### src/rtl/imem_program_loader_if.sv
// Purpose: bundles the loader's control, byte-stream and memory-port signals.
// Latency: none (wires only).
// Backpressure: byte stream uses byte_valid/byte_ready; the CPU side is held off with cpu_stall.
//
// Ports:
//   start/base_addr/word_count   load request and its parameters (host -> loader)
//   byte_valid/byte_data/byte_ready  program byte stream, big-endian within a word
//   cpu_addr                     CPU fetch word address (PC)
//   mem_addr/mem_data/mem_we     instruction memory write/read-address port
//   cpu_stall/busy/done          status towards the CPU and the OS
interface imem_program_loader_if #(
    parameter int DATA_WIDTH = 32,
    parameter int ADDR_WIDTH = 9,
    parameter int CNT_WIDTH  = 10
);
    logic                  start;
    logic [ADDR_WIDTH-1:0] base_addr;
    logic [CNT_WIDTH-1:0]  word_count;
    logic                  byte_valid;
    logic [7:0]            byte_data;
    logic                  byte_ready;
    logic [ADDR_WIDTH-1:0] cpu_addr;
    logic [ADDR_WIDTH-1:0] mem_addr;
    logic [DATA_WIDTH-1:0] mem_data;
    logic                  mem_we;
    logic                  cpu_stall;
    logic                  busy;
    logic                  done;

    // Host / byte source / CPU side.
    modport master (
        output start, base_addr, word_count, byte_valid, byte_data, cpu_addr,
        input  byte_ready, mem_addr, mem_data, mem_we, cpu_stall, busy, done
    );

    // Loader side.
    modport slave (
        input  start, base_addr, word_count, byte_valid, byte_data, cpu_addr,
        output byte_ready, mem_addr, mem_data, mem_we, cpu_stall, busy, done
    );
endinterface

### src/rtl/imem_program_loader.sv
// Purpose: loads a byte-streamed program image into instruction memory, muxing the memory port with CPU fetch.
// Latency: each word is written 1 cycle after its 4th byte; a full load takes 5*word_count+1 cycles minimum.
// Backpressure: byte_ready only in LOAD, so the source stalls during WRITE/DONE/IDLE; CPU is stalled while busy.
//
// Ports:
//   clk, reset   clock and synchronous active-high reset
//   bus          imem_program_loader_if.slave: start/base_addr/word_count request,
//                byte_valid/byte_data/byte_ready stream, cpu_addr in,
//                mem_addr/mem_data/mem_we to memory, cpu_stall/busy/done status
module imem_program_loader #(
    parameter int DATA_WIDTH = 32,
    parameter int ADDR_WIDTH = 9,
    parameter int CNT_WIDTH  = 10
) (
    input  logic                  clk,
    input  logic                  reset,
    imem_program_loader_if.slave  bus
);

    // Byte packing below assumes exactly four bytes per word.
    if (DATA_WIDTH != 32) begin : g_width_check
        $error("imem_program_loader: DATA_WIDTH must be 32");
    end

    typedef enum logic [1:0] {
        IDLE  = 2'd0,
        LOAD  = 2'd1,
        WRITE = 2'd2,
        DONE  = 2'd3
    } state_t;

    state_t                state;
    state_t                state_nxt;

    logic [ADDR_WIDTH-1:0] base_q;
    logic [CNT_WIDTH-1:0]  count_q;
    logic [CNT_WIDTH-1:0]  word_idx;
    logic [1:0]            byte_cnt;
    logic [DATA_WIDTH-1:0] word_buf;
    logic [DATA_WIDTH-1:0] mem_data_q;

    logic                  byte_acc;
    logic                  last_word;

    assign byte_acc  = (state == LOAD) && bus.byte_valid;
    assign last_word = ((word_idx + CNT_WIDTH'(1)) == count_q);

    // State register.
    always_ff @(posedge clk) begin
        if (reset) begin
            state <= IDLE;
        end else begin
            state <= state_nxt;
        end
    end

    // Next-state logic.
    always_comb begin
        state_nxt = state;
        case (state)
            IDLE: begin
                if (bus.start) begin
                    state_nxt = (bus.word_count == '0) ? DONE : LOAD;
                end
            end
            LOAD: begin
                if (byte_acc && (byte_cnt == 2'd3)) begin
                    state_nxt = WRITE;
                end
            end
            WRITE: begin
                state_nxt = last_word ? DONE : LOAD;
            end
            DONE: begin
                state_nxt = IDLE;
            end
            default: begin
                state_nxt = IDLE;
            end
        endcase
    end

    // Datapath: request capture, byte assembly, word indexing.
    always_ff @(posedge clk) begin
        if (reset) begin
            base_q     <= '0;
            count_q    <= '0;
            word_idx   <= '0;
            byte_cnt   <= '0;
            word_buf   <= '0;
            mem_data_q <= '0;
        end else begin
            case (state)
                IDLE: begin
                    if (bus.start) begin
                        base_q   <= bus.base_addr;
                        count_q  <= bus.word_count;
                        word_idx <= '0;
                        byte_cnt <= '0;
                    end
                end
                LOAD: begin
                    if (byte_acc) begin
                        // First byte of a word lands in the MSB.
                        word_buf[(DATA_WIDTH - 1) - 8 * byte_cnt -: 8] <= bus.byte_data;
                        byte_cnt <= byte_cnt + 2'd1;
                        // Latch the complete word separately so mem_data keeps the last
                        // written word while the next one is being assembled.
                        if (byte_cnt == 2'd3) begin
                            mem_data_q <= {word_buf[DATA_WIDTH-1:8], bus.byte_data};
                        end
                    end
                end
                WRITE: begin
                    if (!last_word) begin
                        word_idx <= word_idx + CNT_WIDTH'(1);
                        byte_cnt <= '0;
                    end
                end
                default: begin
                end
            endcase
        end
    end

    // Outputs decoded from state.
    always_comb begin
        bus.byte_ready = 1'b0;
        bus.mem_we     = 1'b0;
        bus.done       = 1'b0;
        bus.busy       = 1'b0;
        bus.cpu_stall  = 1'b0;
        bus.mem_addr   = bus.cpu_addr;
        case (state)
            IDLE: begin
            end
            LOAD: begin
                bus.byte_ready = 1'b1;
                bus.busy       = 1'b1;
                bus.cpu_stall  = 1'b1;
            end
            WRITE: begin
                bus.mem_we    = 1'b1;
                bus.busy      = 1'b1;
                bus.cpu_stall = 1'b1;
                // Address arithmetic wraps naturally at the top of memory.
                bus.mem_addr  = base_q + word_idx[ADDR_WIDTH-1:0];
            end
            DONE: begin
                // Fetch address returns here so the first instruction is ready in IDLE.
                bus.done      = 1'b1;
                bus.busy      = 1'b1;
                bus.cpu_stall = 1'b1;
            end
            default: begin
            end
        endcase
    end

    assign bus.mem_data = mem_data_q;

endmodule
### src/flat_wrapper.sv
// flat-port wrapper written by rule: the top's interface ports become plain ports
module imem_program_loader_flat 
#(
    parameter int DATA_WIDTH = 32,
    parameter int ADDR_WIDTH = 9,
    parameter int CNT_WIDTH  = 10
)
  (clk, reset, bus_start, bus_base_addr, bus_word_count, bus_byte_valid, bus_byte_data, bus_cpu_addr, bus_byte_ready, bus_mem_addr, bus_mem_data, bus_mem_we, bus_cpu_stall, bus_busy, bus_done);
  imem_program_loader_if #(.DATA_WIDTH(DATA_WIDTH), .ADDR_WIDTH(ADDR_WIDTH), .CNT_WIDTH(CNT_WIDTH)) bus_i ();
  input  logic clk;
  input  logic reset;
  input wire logic [$bits(bus_i.start)-1:0] bus_start;
  input wire logic [$bits(bus_i.base_addr)-1:0] bus_base_addr;
  input wire logic [$bits(bus_i.word_count)-1:0] bus_word_count;
  input wire logic [$bits(bus_i.byte_valid)-1:0] bus_byte_valid;
  input wire logic [$bits(bus_i.byte_data)-1:0] bus_byte_data;
  input wire logic [$bits(bus_i.cpu_addr)-1:0] bus_cpu_addr;
  output wire logic [$bits(bus_i.byte_ready)-1:0] bus_byte_ready;
  output wire logic [$bits(bus_i.mem_addr)-1:0] bus_mem_addr;
  output wire logic [$bits(bus_i.mem_data)-1:0] bus_mem_data;
  output wire logic [$bits(bus_i.mem_we)-1:0] bus_mem_we;
  output wire logic [$bits(bus_i.cpu_stall)-1:0] bus_cpu_stall;
  output wire logic [$bits(bus_i.busy)-1:0] bus_busy;
  output wire logic [$bits(bus_i.done)-1:0] bus_done;
  assign bus_i.start = bus_start;
  assign bus_i.base_addr = bus_base_addr;
  assign bus_i.word_count = bus_word_count;
  assign bus_i.byte_valid = bus_byte_valid;
  assign bus_i.byte_data = bus_byte_data;
  assign bus_i.cpu_addr = bus_cpu_addr;
  assign bus_byte_ready = bus_i.byte_ready;
  assign bus_mem_addr = bus_i.mem_addr;
  assign bus_mem_data = bus_i.mem_data;
  assign bus_mem_we = bus_i.mem_we;
  assign bus_cpu_stall = bus_i.cpu_stall;
  assign bus_busy = bus_i.busy;
  assign bus_done = bus_i.done;
  imem_program_loader #(.DATA_WIDTH(DATA_WIDTH), .ADDR_WIDTH(ADDR_WIDTH), .CNT_WIDTH(CNT_WIDTH)) u_core (.clk(clk), .reset(reset), .bus(bus_i));
endmodule
### config.mk
export PLATFORM = sky130hd
export DESIGN_NAME = imem_program_loader_flat
export DESIGN_NICKNAME = d
export VERILOG_FILES = /design/src/rtl/imem_program_loader_if.sv /design/src/rtl/imem_program_loader.sv /design/src/flat_wrapper.sv
export SDC_FILE = /design/constraint.sdc
export NUM_CORES = 1
export LEC_CHECK = 0
export ABC_CLOCK_PERIOD_IN_PS = 4400
export BUFFER_PORTS_ARGS = -buffer_cell sky130_fd_sc_hd__buf_4
export CORE_MARGIN = 2
export CORE_UTILIZATION = 59
export CTS_CLUSTER_DIAMETER = 100
export DETAILED_ROUTE_END_ITERATION = 8
export PLACE_DENSITY = 0.81
export SYNTH_ARGS = -nofsm -noshare
export SYNTH_HDL_FRONTEND = slang
export SYNTH_SLANG_ARGS = --single-unit
### constraint.sdc
create_clock -name clk -period 4.4 [get_ports clk]
set_input_delay 0.22 -clock clk [delete_from_list [all_inputs] [get_ports clk]]
set_output_delay 0.22 -clock clk [all_outputs]
set_load 0.01 [all_outputs]
==> flow_metrics.tcl, run 1 <==
set metrics [dict create \
    hpwlAfterDp_um 6670 \
    num_antenna_cells 0 \
    max_slew.worst_pin.slew_ns 1.13 \
    track_usage 0.251 \
    clockBufferDepth 2 \
    num_rows 30 \
    max_freq_mhz 331 \
    cap_violations 0 \
    numCtsBuffers 9 \
    period_share 0.686 \
    postSynthCellCount 524 \
    p_comb_frac 0.113 \
    io_buffers 85 \
    ir_worst_vdd_v 0.000195 \
    ys_ff_latch 89 \
    power_density_mw_per_mm2 313 \
    syn2layout_area_growth_pct 18.6 \
    worstSetupStartpointType "flop" \
    cts_tree "done" \
    grt_max_degree 81 \
    routabilityCongestion 0.900 \
    hold_end "u_core.base_q[1]" \
    wl_per_cell_um 14.1 \
    min_path_type "in -> reg" \
    critical_path.max_fanout 7 \
    synth_cell_type_count 47 \
    initial_core_util 0.606 \
    cts_htree_levels 3 \
    swShare 0.272 \
    power_frac_seq 0.550 \
    rr_worst_depth 8 \
    setup_tns_ns 0 \
    io_pins 86 \
    whs_ns 0.106 \
    die_h_um 87.3 \
    grt_first_pass_wirelength_um 15200 \
    drc 0 \
    drt-initial-drc-count 304 \
    p_switching_w 0.000414 \
    leakage_nw 1.93 \
    power_frac_clock 0.337 \
    slew-limit-headroom 0.243 \
    holdPathStages 3 \
    root_buffer "clkbuf_8" \
    clk_latency_ns 0.36 \
    die_area_mm2 0.00762 \
    layout_min_cycle_time_ns 3.02 \
    vias 3794 \
    hp-start "bus_base_addr[1]" \
    crit_arrival_ns 2.80 \
    coreArea_mm2 0.00676 \
    p_int_w 0.00111 \
    r2r-start "u_core.word_idx[1]" \
    required_ns 4.18 \
    n_fill_cell 558 \
    hold_violations 0 \
    drtAntennaViolNets 0 \
    drive_gt1_frac 0.184 \
    num-nets-final 642 \
    grt_pass1_vias 3323 \
    clock-sinks 89 \
    yosysWarnings 0 \
    synth_area_mm2 0.00409 \
    finalWirelength_um 9520 \
    timing.rr.end "u_core.byte_cnt[1]" \
    regToRegSetupSlack_ns 1.87 \
    yosysSeqAreaShare 0.435 \
    drtPass1Iterations 5 \
    finalSetupViolCount 0 \
    die_w_um 87.3 \
    cts_setup_buffers 0 \
    post_cts_resize_count 0 \
    syn-num-nets 578 \
    rsz0062_at_grt "false" \
    antenna_found_initial 0 \
    status "completed" \
    cts-hold-fix-buffers 0 \
    slew_viol_final 0 \
    avgSynthCellArea_um2 7.81 \
    via_per_inst 5.64 \
    path_clk_slew_ns 0.09 \
    fin_skew_ns 0.0122 \
    crit_path_end_kind "output pin" \
    overflow 0 \
    crit_type "reg -> out" \
]
==> Yosys cell counts, drive strengths merged <==
library cell  count  area, µm²
o21ai            14       73.8
a21o              3       22.5
mux2              1       11.3
nand4             2       18.8
or2               1       6.26
nor3              1       5.00
clkbuf           23       86.3
a21oi            84        420
o2bb2ai           1       8.76
buf               9       67.6
o41ai             1       8.76
or3               2       12.5
ha               13        163
and2              4       25.0
o21bai            2       15.0
nand2           154        578
nor4              4       40.0
o2111ai           1       26.3
o21a              2       15.0
and3              7       45.1
xnor2            11       96.3
nand4b            1       8.76
nand2b            1       6.26
inv               9       33.8
dfxtp            89       1780
and4              2       17.5
o211ai            2       20.0
a41oi             2       17.5
fa                1       20.0
a31oi            13       81.3
nand3            31        160
xor2              8       70.1
a211o             3       26.3
nor2b             2       12.5
nor4b             2       17.5
a22o              1       8.76
nor2             17       63.8
==> worst max-delay path, cell delays in order, from the launching register on <==
cell	delay [ns]
dfxtp_1	0.39
ha_1	0.26
fa_1	0.41
a21o_1	0.18
a21oi_1	0.21
nor2b_1	0.07
o21a_1	0.19
o41ai_1	0.33
xnor2_1	0.16
o21ai_1	0.07
buf_4	0.17
==> sequential cells by signal, indices dropped and copies added (netlist names) <==
signal	cells
u_core.count_q	10
u_core.byte_cnt	2
u_core.word_buf	24
u_core.word_idx	10
u_core.state	2
u_core.base_q	9
u_core.bus.mem_data	32
==> cell type report <==
cell class / instances / area, µm² / share of cell area
multi-input cells: 394 / 2120 / 0.437
clock inverters: 6 / 50.0 / 0.0103
well taps: 80 / 100 / 0.0206
inverters: 9 / 33.8 / 0.00696
flip-flops and latches: 89 / 1780 / 0.367
repair buffers: 85 / 638 / 0.131
clock buffers: 10 / 128 / 0.0263
==> cell usage in the layout, fill, tap and decap left out, types with 3 or more instances in the layout <==
master,netlist,final
a211o_1,3,3
a21o_1,3,3
a21oi_1,84,84
a31oi_1,13,13
and2_1,4,4
and3_1,6,6
buf_4,2,85
clkbuf_8,0,9
dfxtp_1,89,89
ha_1,13,13
inv_1,9,9
inv_6,0,3
nand2_1,154,154
nand3_1,30,30
nor2_1,17,17
nor4_1,3,3
o21ai_0,11,11
xnor2_1,11,11
xor2_1,8,8
==> worst max path at each step <==
| stage | slack, ns | depth (start not counted) | start | to |
|---|---|---|---|---|
| after floorplan | 2.01 | 9 | u_core.word_idx[0] | bus_mem_addr[8] |
| after global placement | 1.83 | 10 | u_core.word_idx[0] | bus_mem_addr[8] |
| after detailed placement | 1.80 | 10 | u_core.word_idx[0] | bus_mem_addr[8] |
| after CTS | 1.39 | 10 | u_core.word_idx[0] | bus_mem_addr[8] |
| after global routing | 1.18 | 10 | u_core.word_idx[0] | bus_mem_addr[8] |
| final | 1.38 | 10 | u_core.word_idx[0] | bus_mem_addr[8] |
==> metal layers <==
layer	up-vias	track usage	wire [µm]	part of all wire
met1	1715	0.363	4530	0.48
met2	149	0.370	4170	0.44
met5	-	0	0	0
met4	0	0.115	189	0.020
met3	17	0.0389	635	0.067
li1	1913	-	-	-
==> power by group through the flow <==
stage	Sequential, W	Clock, W	Combinational [W]
6_report	0.000837	0.000513	0.000171
5_1_grt	0.000840	0.000544	0.000190
4_1_cts	0.000837	0.000518	0.000170
3_5_place_dp	0.000856	0	0.000169
3_3_place_gp	0.000855	0	0.000167
2_1_floorplan	0.000852	0	0.000105
==> cells by family after synthesis <==
kind of cell | share of synthesized area
XOR/XNOR | 0.0407
multiplexers | 0.00275
flip-flops | 0.435
AND/OR/NAND/NOR | 0.249
AO/OA/AOI/OAI | 0.182
adder cells (fa/ha/maj) | 0.0446
buffers and inverters | 0.0459
==> stage by stage <==
step / util / setup slack (ns) / cells / cell area [µm²] / power, W
after detailed placement: 0.692 / 1.80 / 657 / 4680 / 0.00103
final: 0.718 / 1.38 / 673 / 4850 / 0.00152
after floorplan: - / 2.01 / 524 / 4090 / 0.000957
after CTS: 0.718 / 1.39 / 673 / 4850 / 0.00153
after global placement: 0.692 / 1.83 / 657 / 4680 / 0.00102
after global routing: 0.718 / 1.18 / 673 / 4850 / 0.00157
No activity file was read; power rests on OpenSTA's default activity.
==> run 2, diff against run 1 <==
- ABC_CLOCK_PERIOD_IN_PS: 4400 -> 2900
- CORE_UTILIZATION: 59 -> 54
- PLACE_DENSITY: 0.81 -> 0.75
- clock period: 4.4 -> 2.9 ns (I/O delays scaled with it)
==> run 2 against run 1 <==
Total power grew 58%; die area grew 8.8%; setup slack lost 1.2 ns; count of clock-buffer cells in the layout is the same; register-to-register slack lost 1.4 ns; non-clock buffer count grew 5; critical path depth is the same; sequential cell count is the same; cell count grew 3.6%; sequential power grew 52%; sequential share of layout area shrank 0.69 points; largest power group unchanged.
==> flow_metrics.tcl, run 2 (same netlist as run 1, synthesis figures left out) <==
set metrics [dict create \
    status "completed" \
    initial_core_util 0.561 \
    power_density_mw_per_mm2 485 \
    drtPass1Iterations 5 \
    p_comb_frac 0.110 \
    rsz0062_at_grt "false" \
    grt_first_pass_wirelength_um 16200 \
    via_per_inst 5.47 \
    max_slew.worst_pin.slew_ns 0.797 \
    path_clk_slew_ns 0.09 \
    p_int_w 0.00177 \
    power_frac_clock 0.361 \
    layout_min_cycle_time_ns 2.73 \
    swShare 0.262 \
    worstSetupStartpointType "flop" \
    drt-initial-drc-count 321 \
    place_ws_ns 0.370 \
    root_buffer "clkbuf_8" \
    dpl_cell_area_mm2 0.00474 \
    stdcell_count 697 \
    wl_per_cell_um 14.0 \
    worstPathCellList "ha_1 > fa_1 > a21o_1 > a21oi_2 > nor2b_1 > o21a_1 > o41ai_2 > xnor2_1 > o21ai_1 > buf_4" \
    hold_violations 0 \
    dp.cells 681 \
    numCtsBuffers 9 \
    crit_type "reg -> out" \
    die_area_mm2 0.00829 \
    track_usage 0.242 \
    final_cell_mix "nand2_1 (154), buf_4 (90), dfxtp_1 (87)" \
    crit_arrival_ns 2.59 \
    n_fill_cell 648 \
    ir_worst_vdd_v 0.000255 \
    syn2layout_area_growth_pct 21.1 \
    p_switching_w 0.000631 \
    leakage_nw 1.98 \
    largest_reg_flops 32 \
    min_path_type "in -> reg" \
    critical_path.max_fanout 7 \
    period_share 0.943 \
    cp_slowest_cell "fa_1" \
    crit_path_end_kind "output pin" \
    cap_violations 0 \
    finalSetupViolCount 0 \
    io_buffers 85 \
    clk_latency_ns 0.36 \
    finalWirelength_um 9780 \
    setup_slack_ns 0.165 \
    final_area_mm2 0.00495 \
    coreArea_mm2 0.00729 \
    final_common_cell "nand2_1" \
    num_antenna_cells 0 \
    routabilityCongestion 0.935 \
    fin_skew_ns 0.0114 \
    whs_ns 0.0259 \
    die_w_um 91.0 \
    slew_viol_final 0 \
    num_rows 31 \
    cts_setup_buffers 0 \
    setup_tns_ns 0 \
    num-nets-final 647 \
    slew-limit-headroom 0.467 \
    cts_tree "done" \
    die_h_um 91.0 \
    required_ns 2.76 \
    power_frac_seq 0.529 \
    grt_pass1_vias 3414 \
    drtAntennaViolNets 0 \
    antenna_found_initial 0 \
    cpPeakStageDelay_ns 0.40 \
    hpwlAfterDp_um 6930 \
    max_freq_mhz 366 \
    clock-sinks 89 \
    overflow 0 \
    vias 3812 \
    io_pins 86 \
    drive_gt1_frac 0.197 \
    drc 0 \
    clockBufferDepth 2 \
    grt_max_degree 58 \
    cts_htree_levels 3 \
]
[run 2: layout make-up]
cell class              instances  area, µm²  share of cell area
well taps                      99        124              0.0250
inverters                       9       33.8             0.00682
flip-flops and latches         89       1780               0.360
multi-input cells             394       2130               0.431
repair buffers                 90        676               0.136
clock inverters                 6       75.1              0.0152
clock buffers                  10        128              0.0258
[run 2: metal layers]
layer  share of wire  wire length (µm)  GRT usage
met4           0.015               144     0.0758
met1            0.49              4800      0.354
met2            0.43              4170      0.350
met3           0.067               654     0.0589
met5               0                 0          0
[run 2: power groups by stage]
stage	sequential (W)	clock, W	combinational [W]
after floorplan	0.00129	0	0.000160
after global placement	0.00130	0	0.000258
after detailed placement	0.00130	0	0.000264
final	0.00127	0.000867	0.000265
after CTS	0.00127	0.000881	0.000265
after global routing	0.00128	0.000938	0.000295
[run 2: final timing paths]
check / cells past startpoint / end / slack (ns) / startpoint
worst max-delay path: 10 / bus_mem_addr[8] / 0.17 / u_core.word_idx[0]
worst min-delay path: 3 / u_core.base_q[6] / 0.03 / bus_base_addr[6]
worst max register to register: 8 / u_core.byte_cnt[1] / 0.46 / u_core.word_idx[1]
worst min register to register: 2 / u_core.bus.mem_data[26] / 0.45 / u_core.word_buf[26]
[run 2: per-stage QoR]
stage,utilization,total power [W]
floorplan,-,0.00145
global placement,0.650,0.00156
detailed placement,0.650,0.00156
CTS,0.678,0.00242
global route,0.679,0.00251
finish,0.679,0.00240
[run 2: worst max-delay path: cells and delay by family, from the launching register on]
family	cells	cell delay (ns)
AOI/OAI and AO/OA	5	0.91
xor gates and xnor gates	1	0.12
adders and majority gates	2	0.63
buffers and inverters	1	0.14
DFF	1	0.37
and+or+nand+nor	1	0.06
[run 2: timing repair]
action,CTS,global route
hold buffers,0,0
pin swaps,0,0
endpoints found under the hold margin,0,0
setup endpoints to repair,1,3
resized for setup,1,3
